`src/rtl/alu_exec_unit.sv`:
```
// Execution-stage ALU with valid/ready handshakes on both sides and an iterative 1-bit/cycle shifter.
// Define BARREL_SHIFT_EN to replace the iterative shifter with a combinational barrel shifter (latency 1 for all ops).
module alu_exec_unit #(
   parameter int unsigned XLEN    = 32,
   parameter int unsigned SHAMT_W = 5
) (
   input  logic            clk,
   input  logic            rst,
   input  logic            in_valid,
   output logic            in_ready,
   input  logic [3:0]      alu_control,
   input  logic [XLEN-1:0] a,
   input  logic [XLEN-1:0] b,
   output logic            out_valid,
   input  logic            out_ready,
   output logic [XLEN-1:0] result,
   output logic            zero,
   output logic            illegal
);

   localparam logic [3:0] ALU_ADD  = 4'b0000;
   localparam logic [3:0] ALU_SUB  = 4'b0001;
   localparam logic [3:0] ALU_AND  = 4'b0010;
   localparam logic [3:0] ALU_OR   = 4'b0011;
   localparam logic [3:0] ALU_XOR  = 4'b0100;
   localparam logic [3:0] ALU_SLT  = 4'b0101;
   localparam logic [3:0] ALU_SLTU = 4'b0110;
   localparam logic [3:0] ALU_SLL  = 4'b0111;
   localparam logic [3:0] ALU_SRL  = 4'b1000;
   localparam logic [3:0] ALU_SRA  = 4'b1001;

   localparam logic [1:0] S_IDLE  = 2'd0;
   localparam logic [1:0] S_DONE  = 2'd1;
`ifndef BARREL_SHIFT_EN
   localparam logic [1:0] S_SHIFT = 2'd2;
`endif

   logic [1:0]         r_state;
   logic [XLEN-1:0]    r_result;
   logic               r_zero;
   logic               r_illegal;
   logic [XLEN-1:0]    w_alu;
   logic               w_illegal;
   logic [SHAMT_W-1:0] w_shamt;
`ifndef BARREL_SHIFT_EN
   logic               w_is_shift;
   logic [3:0]         r_op;
   logic [SHAMT_W-1:0] r_cnt;
   logic [XLEN-1:0]    w_step;
`endif

   assign w_shamt = b[SHAMT_W-1:0];

   always_comb begin
      w_alu     = '0;
      w_illegal = 1'b0;
`ifndef BARREL_SHIFT_EN
      w_is_shift = 1'b0;
`endif
      case (alu_control)
         ALU_ADD:  w_alu = a + b;
         ALU_SUB:  w_alu = a - b;
         ALU_AND:  w_alu = a & b;
         ALU_OR:   w_alu = a | b;
         ALU_XOR:  w_alu = a ^ b;
         ALU_SLT:  w_alu = {{(XLEN-1){1'b0}}, ($signed(a) < $signed(b))};
         ALU_SLTU: w_alu = {{(XLEN-1){1'b0}}, (a < b)};
`ifdef BARREL_SHIFT_EN
         ALU_SLL:  w_alu = a << w_shamt;
         ALU_SRL:  w_alu = a >> w_shamt;
         ALU_SRA:  w_alu = $unsigned($signed(a) >>> w_shamt);
`else
         // a is the zero-shamt result; nonzero shamt starts the iterative path
         ALU_SLL, ALU_SRL, ALU_SRA: begin
            w_alu      = a;
            w_is_shift = 1'b1;
         end
`endif
         default:  w_illegal = 1'b1;
      endcase
   end

`ifndef BARREL_SHIFT_EN
   always_comb begin
      case (r_op)
         ALU_SLL: w_step = {r_result[XLEN-2:0], 1'b0};
         ALU_SRL: w_step = {1'b0, r_result[XLEN-1:1]};
         default: w_step = {r_result[XLEN-1], r_result[XLEN-1:1]};
      endcase
   end
`endif

   always_ff @(posedge clk or posedge rst) begin
      if (rst) begin
         r_state   <= S_IDLE;
         r_result  <= '0;
         r_zero    <= 1'b0;
         r_illegal <= 1'b0;
`ifndef BARREL_SHIFT_EN
         r_op      <= '0;
         r_cnt     <= '0;
`endif
      end else begin
         case (r_state)
            S_IDLE: begin
               if (in_valid) begin
                  r_illegal <= w_illegal;
`ifndef BARREL_SHIFT_EN
                  if (w_is_shift && (w_shamt != '0)) begin
                     r_result <= a;
                     r_zero   <= 1'b0;
                     r_op     <= alu_control;
                     r_cnt    <= w_shamt;
                     r_state  <= S_SHIFT;
                  end else
`endif
                  begin
                     r_result <= w_alu;
                     r_zero   <= (w_alu == '0);
                     r_state  <= S_DONE;
                  end
               end
            end
`ifndef BARREL_SHIFT_EN
            S_SHIFT: begin
               r_result <= w_step;
               r_cnt    <= r_cnt - SHAMT_W'(1);
               if (r_cnt == SHAMT_W'(1)) begin
                  r_zero  <= (w_step == '0);
                  r_state <= S_DONE;
               end
            end
`endif
            S_DONE: begin
               if (out_ready) r_state <= S_IDLE;
            end
            default: r_state <= S_IDLE;
         endcase
      end
   end

   assign in_ready  = (r_state == S_IDLE) && !rst;
   assign out_valid = (r_state == S_DONE);
   assign result    = r_result;
   assign zero      = r_zero;
   assign illegal   = r_illegal;

endmodule

```
`config.mk`:
```
export PLATFORM = sky130hd
export DESIGN_NAME = alu_exec_unit
export DESIGN_NICKNAME = d
export VERILOG_FILES = /design/src/rtl/alu_exec_unit.sv
export SDC_FILE = /design/constraint.sdc
export NUM_CORES = 1
export LEC_CHECK = 0
export CORE_MARGIN = 10
export CORE_UTILIZATION = 40
export CTS_CLUSTER_SIZE = 20
export DETAILED_ROUTE_END_ITERATION = 6
export SLEW_MARGIN = 20
export SYNTH_ARGS = -nofsm -noshare
export SYNTH_HDL_FRONTEND = slang
export SYNTH_SLANG_ARGS = --single-unit
export TNS_END_PERCENT = 50
```
`constraint.sdc`:
```
create_clock -name clk -period 2.1 [get_ports clk]
set_input_delay 0.315 -clock clk [delete_from_list [all_inputs] [get_ports clk]]
set_output_delay 0.315 -clock clk [all_outputs]
set_load 0.03 [all_outputs]
```
==> run_summary.xml <==
<?xml version="1.0" encoding="UTF-8"?>
<metrics>
  <group name="clocking">
    <metric name="tritoncts_clock_tree" unit="">built</metric>
    <metric name="clkTransAtPathRegs" unit="ns">0.06</metric>
    <metric name="cts_hold_buffers" unit="">0</metric>
    <metric name="clockRootBuffer" unit="">sky130_fd_sc_hd__clkbuf_16</metric>
    <metric name="cts.sinks" unit="">45</metric>
    <metric name="tritoncts.num_buffers" unit="">5</metric>
    <metric name="cts-root-to-sink-buffers" unit="">2</metric>
    <metric name="clock_insertion_delay_worst_skew" unit="ns">0.29</metric>
    <metric name="cts.htree.levels" unit="">2</metric>
  </group>
  <group name="power">
    <metric name="share_seq_of_total_power" unit="%">19.4</metric>
    <metric name="cellLeakagePower" unit="nW">7.06</metric>
    <metric name="clock_power_share" unit="%">8.5</metric>
    <metric name="power_per_cell_area" unit="mW/mm²">607</metric>
    <metric name="p_int" unit="mW">4.91</metric>
    <metric name="pwr-share-comb" unit="%">72.1</metric>
    <metric name="largest_vdd_supply_drop" unit="mV">0.469</metric>
    <metric name="p_sw_share" unit="%">48.5</metric>
    <metric name="p_sw" unit="mW">4.63</metric>
    <metric name="post-layout-total-power" unit="mW">9.54</metric>
  </group>
  <group name="setup_path">
    <metric name="cp_slowest_stage_delay" unit="ns">0.53</metric>
    <metric name="timing.critical_path.from" unit="">b[7]</metric>
    <metric name="timing.critical_path.arrival" unit="ns">3.51</metric>
    <metric name="rr_endpoint" unit="">zero$_DFFE_PP0P_</metric>
    <metric name="worst_r2r_path_depth" unit="">10</metric>
    <metric name="worst-endpoint-required" unit="ns">2.30</metric>
    <metric name="r2r_setup_slack" unit="ns">-0.52</metric>
    <metric name="cp-end-kind" unit="">flip-flop</metric>
    <metric name="cp_common_cell" unit="">sky130_fd_sc_hd__buf_4</metric>
    <metric name="reg2reg_from" unit="">r_cnt[1]$_DFFE_PP0P_</metric>
    <metric name="critPathMaxFanout" unit="">4</metric>
    <metric name="cp_cell_sequence" unit="">clkdlybuf4s15_2 -&gt; inv_2 -&gt; buf_4 -&gt; ha_4 -&gt; buf_4 -&gt; a2111oi_4 -&gt; buf_4 -&gt; a211oi_4 -&gt; buf_6 -&gt; nor2_4 -&gt; a211oi_1 -&gt; or4_4 -&gt; a211oi_4 -&gt; o2111ai_2 -&gt; nor4_2 -&gt; nand4b_1 -&gt; o31ai_2</metric>
    <metric name="critPathCapture" unit="">zero$_DFFE_PP0P_</metric>
    <metric name="timing.setup.critical_path_class" unit="">in -&gt; reg</metric>
    <metric name="cp-start-kind" unit="">primary input</metric>
    <metric name="critical-path-slowest-cell" unit="">sky130_fd_sc_hd__or4_4</metric>
  </group>
  <group name="floorplan">
    <metric name="io_pins" unit="">108</metric>
    <metric name="die_h" unit="µm">168</metric>
    <metric name="rows" unit="">54</metric>
    <metric name="die_x" unit="µm">168</metric>
    <metric name="core_area" unit="mm²">0.0217</metric>
    <metric name="die_area" unit="mm²">0.0283</metric>
    <metric name="initial_core_util" unit="%">40.5</metric>
  </group>
  <group name="cells_and_area">
    <metric name="layout_commonest_cell" unit="">sky130_fd_sc_hd__buf_4</metric>
    <metric name="layout-drive-gt1-share" unit="%">48.2</metric>
    <metric name="layout.cells.non_filler" unit="">2055</metric>
    <metric name="most_used_cells_in_the_layout_excluding_fill_and_tap_cells" unit="">444 x sky130_fd_sc_hd__buf_4, 152 x sky130_fd_sc_hd__nand2_1, 91 x sky130_fd_sc_hd__nor2_1, 74 x sky130_fd_sc_hd__ha_1, 70 x sky130_fd_sc_hd__a21oi_1</metric>
    <metric name="seqCellArea" unit="mm²">0.00113</metric>
    <metric name="fillerInstances" unit="">1683</metric>
    <metric name="diodes" unit="">0</metric>
    <metric name="area_growth" unit="%">79.0</metric>
    <metric name="multi_input_area" unit="mm²">0.00865</metric>
    <metric name="finalNetCount" unit="">1963</metric>
  </group>
  <group name="sta">
    <metric name="timing.hold.ws" unit="ns">0.368</metric>
    <metric name="fin_crit_sh" unit="%">158</metric>
    <metric name="max_clock_freq" unit="MHz">302</metric>
    <metric name="tns" unit="ns">-19.62</metric>
    <metric name="grt_setup_unrepaired" unit="">yes</metric>
    <metric name="final_max_slew_violation_count" unit="">0</metric>
    <metric name="post-route-min-period" unit="ns">3.31</metric>
    <metric name="timing_hold_violations_final" unit="">0</metric>
    <metric name="slew_headroom" unit="%">47.5</metric>
    <metric name="timing.final.ws_setup" unit="ns">-1.21</metric>
    <metric name="fin_clk_skew" unit="ns">0.00601</metric>
    <metric name="report.final.setup_viol" unit="">31</metric>
    <metric name="worst-slew-pin-transition" unit="ns">0.783</metric>
  </group>
  <group name="route">
    <metric name="wl" unit="µm">42100</metric>
    <metric name="via_per_inst" unit="">5.98</metric>
    <metric name="drt-initial-drc-count" unit="">1362</metric>
    <metric name="vias" unit="">12282</metric>
    <metric name="ant_nets" unit="">0</metric>
    <metric name="drc" unit="">0</metric>
    <metric name="firstDrtPassIters" unit="">6</metric>
    <metric name="avgRoutedWirePerCell" unit="µm">20.5</metric>
  </group>
  <group name="outcome">
    <metric name="failed_checks" unit="">setup timing</metric>
    <metric name="outcome" unit="">finished with violations</metric>
  </group>
  <group name="synth">
    <metric name="netlist_area" unit="mm²">0.00878</metric>
    <metric name="post_synth_main_area_contributors" unit="">sky130_fd_sc_hd__ha_1 16%, sky130_fd_sc_hd__dfrtp_1 13%, sky130_fd_sc_hd__nand2_1 6.8%, sky130_fd_sc_hd__a21oi_1 5.6%, sky130_fd_sc_hd__o21ai_0 4.8%</metric>
    <metric name="synth.yosys.warnings" unit="">0</metric>
    <metric name="syn_nets" unit="">1427</metric>
    <metric name="proportion_of_synthesized_chip_area_in_sequential_cells" unit="%">12.8</metric>
    <metric name="dominantRegCellSynth" unit="">sky130_fd_sc_hd__dfrtp_1</metric>
    <metric name="synth_largest_type_area_fraction" unit="%">16.4</metric>
    <metric name="synth_cell_types" unit="">94</metric>
    <metric name="post_synth_inst_count" unit="">1238</metric>
    <metric name="synth.avg_cell_area" unit="µm²">7.10</metric>
    <metric name="ys_seq_elements" unit="">45</metric>
    <metric name="netlist.top_cell.by_area" unit="">sky130_fd_sc_hd__ha_1</metric>
    <metric name="synth-edff-count" unit="">0</metric>
    <metric name="ys_async_sr_fraction" unit="%">100</metric>
  </group>
  <group name="place">
    <metric name="place_ws" unit="ns">-1.98</metric>
    <metric name="placed_cells_incl_taps" unit="">1958</metric>
    <metric name="finalWeightedCongestion" unit="">0.970</metric>
    <metric name="detailed_place_hpwl" unit="µm">31800</metric>
    <metric name="port_buffers" unit="">107</metric>
  </group>
  <group name="global_routing">
    <metric name="grt_pass1_vias" unit="">11815</metric>
    <metric name="grt_antenna_before_repair" unit="">0</metric>
    <metric name="global_route.overflow_total" unit="">0</metric>
    <metric name="grt_first_pass_wirelength" unit="µm">64400</metric>
    <metric name="grt.total_usage" unit="%">27.5</metric>
    <metric name="grt_max_degree" unit="">64</metric>
  </group>
  <group name="flow_run">
    <metric name="max_cap_violations" unit="">0</metric>
  </group>
  <group name="hold_path">
    <metric name="worst_hold_path_type" unit="">in -&gt; async</metric>
  </group>
</metrics>
==> how the worst min path moves through the flow <==
stage	start	end	cells after the start
floorplan	out_ready	r_state[0]$_DFFE_PP0P_	1
global placement	r_op[1]$_DFFE_PP0P_	r_op[1]$_DFFE_PP0P_	2
detailed placement	r_op[1]$_DFFE_PP0P_	r_op[1]$_DFFE_PP0P_	2
CTS	rst	result[10]$_DFFE_PP0P_	2
global route	rst	result[10]$_DFFE_PP0P_	2
finish	rst	result[2]$_DFFE_PP0P_	2
==> stage by stage <==
stage | cell area (µm²) | util, %
final | 15700 | 72.5
after detailed placement | 13200 | 60.9
after CTS | 15100 | 69.7
after floorplan | 9000 | -
after global routing | 15700 | 72.5
after global placement | 13200 | 60.9
==> synthesized netlist by cell type, types with 15 or more instances <==
library cell	instances
sky130_fd_sc_hd__nand2_1	159
sky130_fd_sc_hd__ha_1	115
sky130_fd_sc_hd__nor2_1	105
sky130_fd_sc_hd__inv_1	100
sky130_fd_sc_hd__a21oi_1	99
sky130_fd_sc_hd__o21ai_0	85
sky130_fd_sc_hd__dfrtp_1	45
sky130_fd_sc_hd__clkbuf_1	41
sky130_fd_sc_hd__nor3_1	41
sky130_fd_sc_hd__nand3_1	34
sky130_fd_sc_hd__buf_2	27
sky130_fd_sc_hd__a211oi_1	20
sky130_fd_sc_hd__nand4_1	19
sky130_fd_sc_hd__nor4_1	17
sky130_fd_sc_hd__a21o_1	16
sky130_fd_sc_hd__a222oi_1	16
sky130_fd_sc_hd__a221oi_1	15
sky130_fd_sc_hd__nand2b_1	15
sky130_fd_sc_hd__o211ai_1	15
==> routing by layer <==
metal  vias to the layer above  track usage, %  wire length, µm  share of wire, %
li1                       5636               -                -                 -
met3                       148            2.98             3610               8.6
met1                      5795            36.2            17400                41
met4                         0            8.52             1580               3.8
met2                       703            46.2            19600                46
met5                         -               0                0                 0
==> sequential cells by signal (all words and copies together) (netlist names) <==
| register | count |
|---|---|
| illegal | 1 |
| result | 32 |
| r_cnt | 5 |
| r_op | 4 |
| zero | 1 |
| r_state | 2 |
==> timing repair <==
action / CTS / global route
setup endpoints to repair: 46 / 36
gates resized for setup: 460 / 106
buffers inserted: 55 / 48
pin swaps: 152 / 101
==> cells by family (layout without fill, tap and decap cells) <==
group,Yosys count,in the layout,share of synthesized area (%)
AOI/OAI and AO/OA,422,422,34.9
xor gates and xnor gates,2,2,0.199
adders and majority gates,117,117,16.8
buffers and inverters,177,714,8.37
DFF,45,45,12.8
muxes,17,17,2.15
and+or+nand+nor,458,458,24.7
==> worst max-delay path: cells and delay by family <==
kind | cells | cell delay (ns)
AOI/OAI and AO/OA | 6 | 1.08
adders and majority gates | 1 | 0.16
buffers and inverters | 6 | 0.87
and+or+nand+nor | 4 | 1.06
==> power by group through the flow <==
stage | combinational [mW] | sequential [mW] | clock (mW)
CTS | 6.48 | 1.83 | 0.823
global route | 7.33 | 1.90 | 0.845
finish | 6.88 | 1.85 | 0.810
detailed placement | 5.82 | 1.84 | 0
global placement | 5.75 | 1.83 | 0
floorplan | 2.50 | 2.28 | 0
==> cell type report <==
class,instances,share of cell area (%)
clock inverter,2,0.0875
sequential,45,7.16
clock buffer,6,0.883
timing repair buffer,606,32.0
inverter,100,2.64
tap,280,2.23
multi-input combinational,1016,55.0
(Power assumes the default switching activity.)
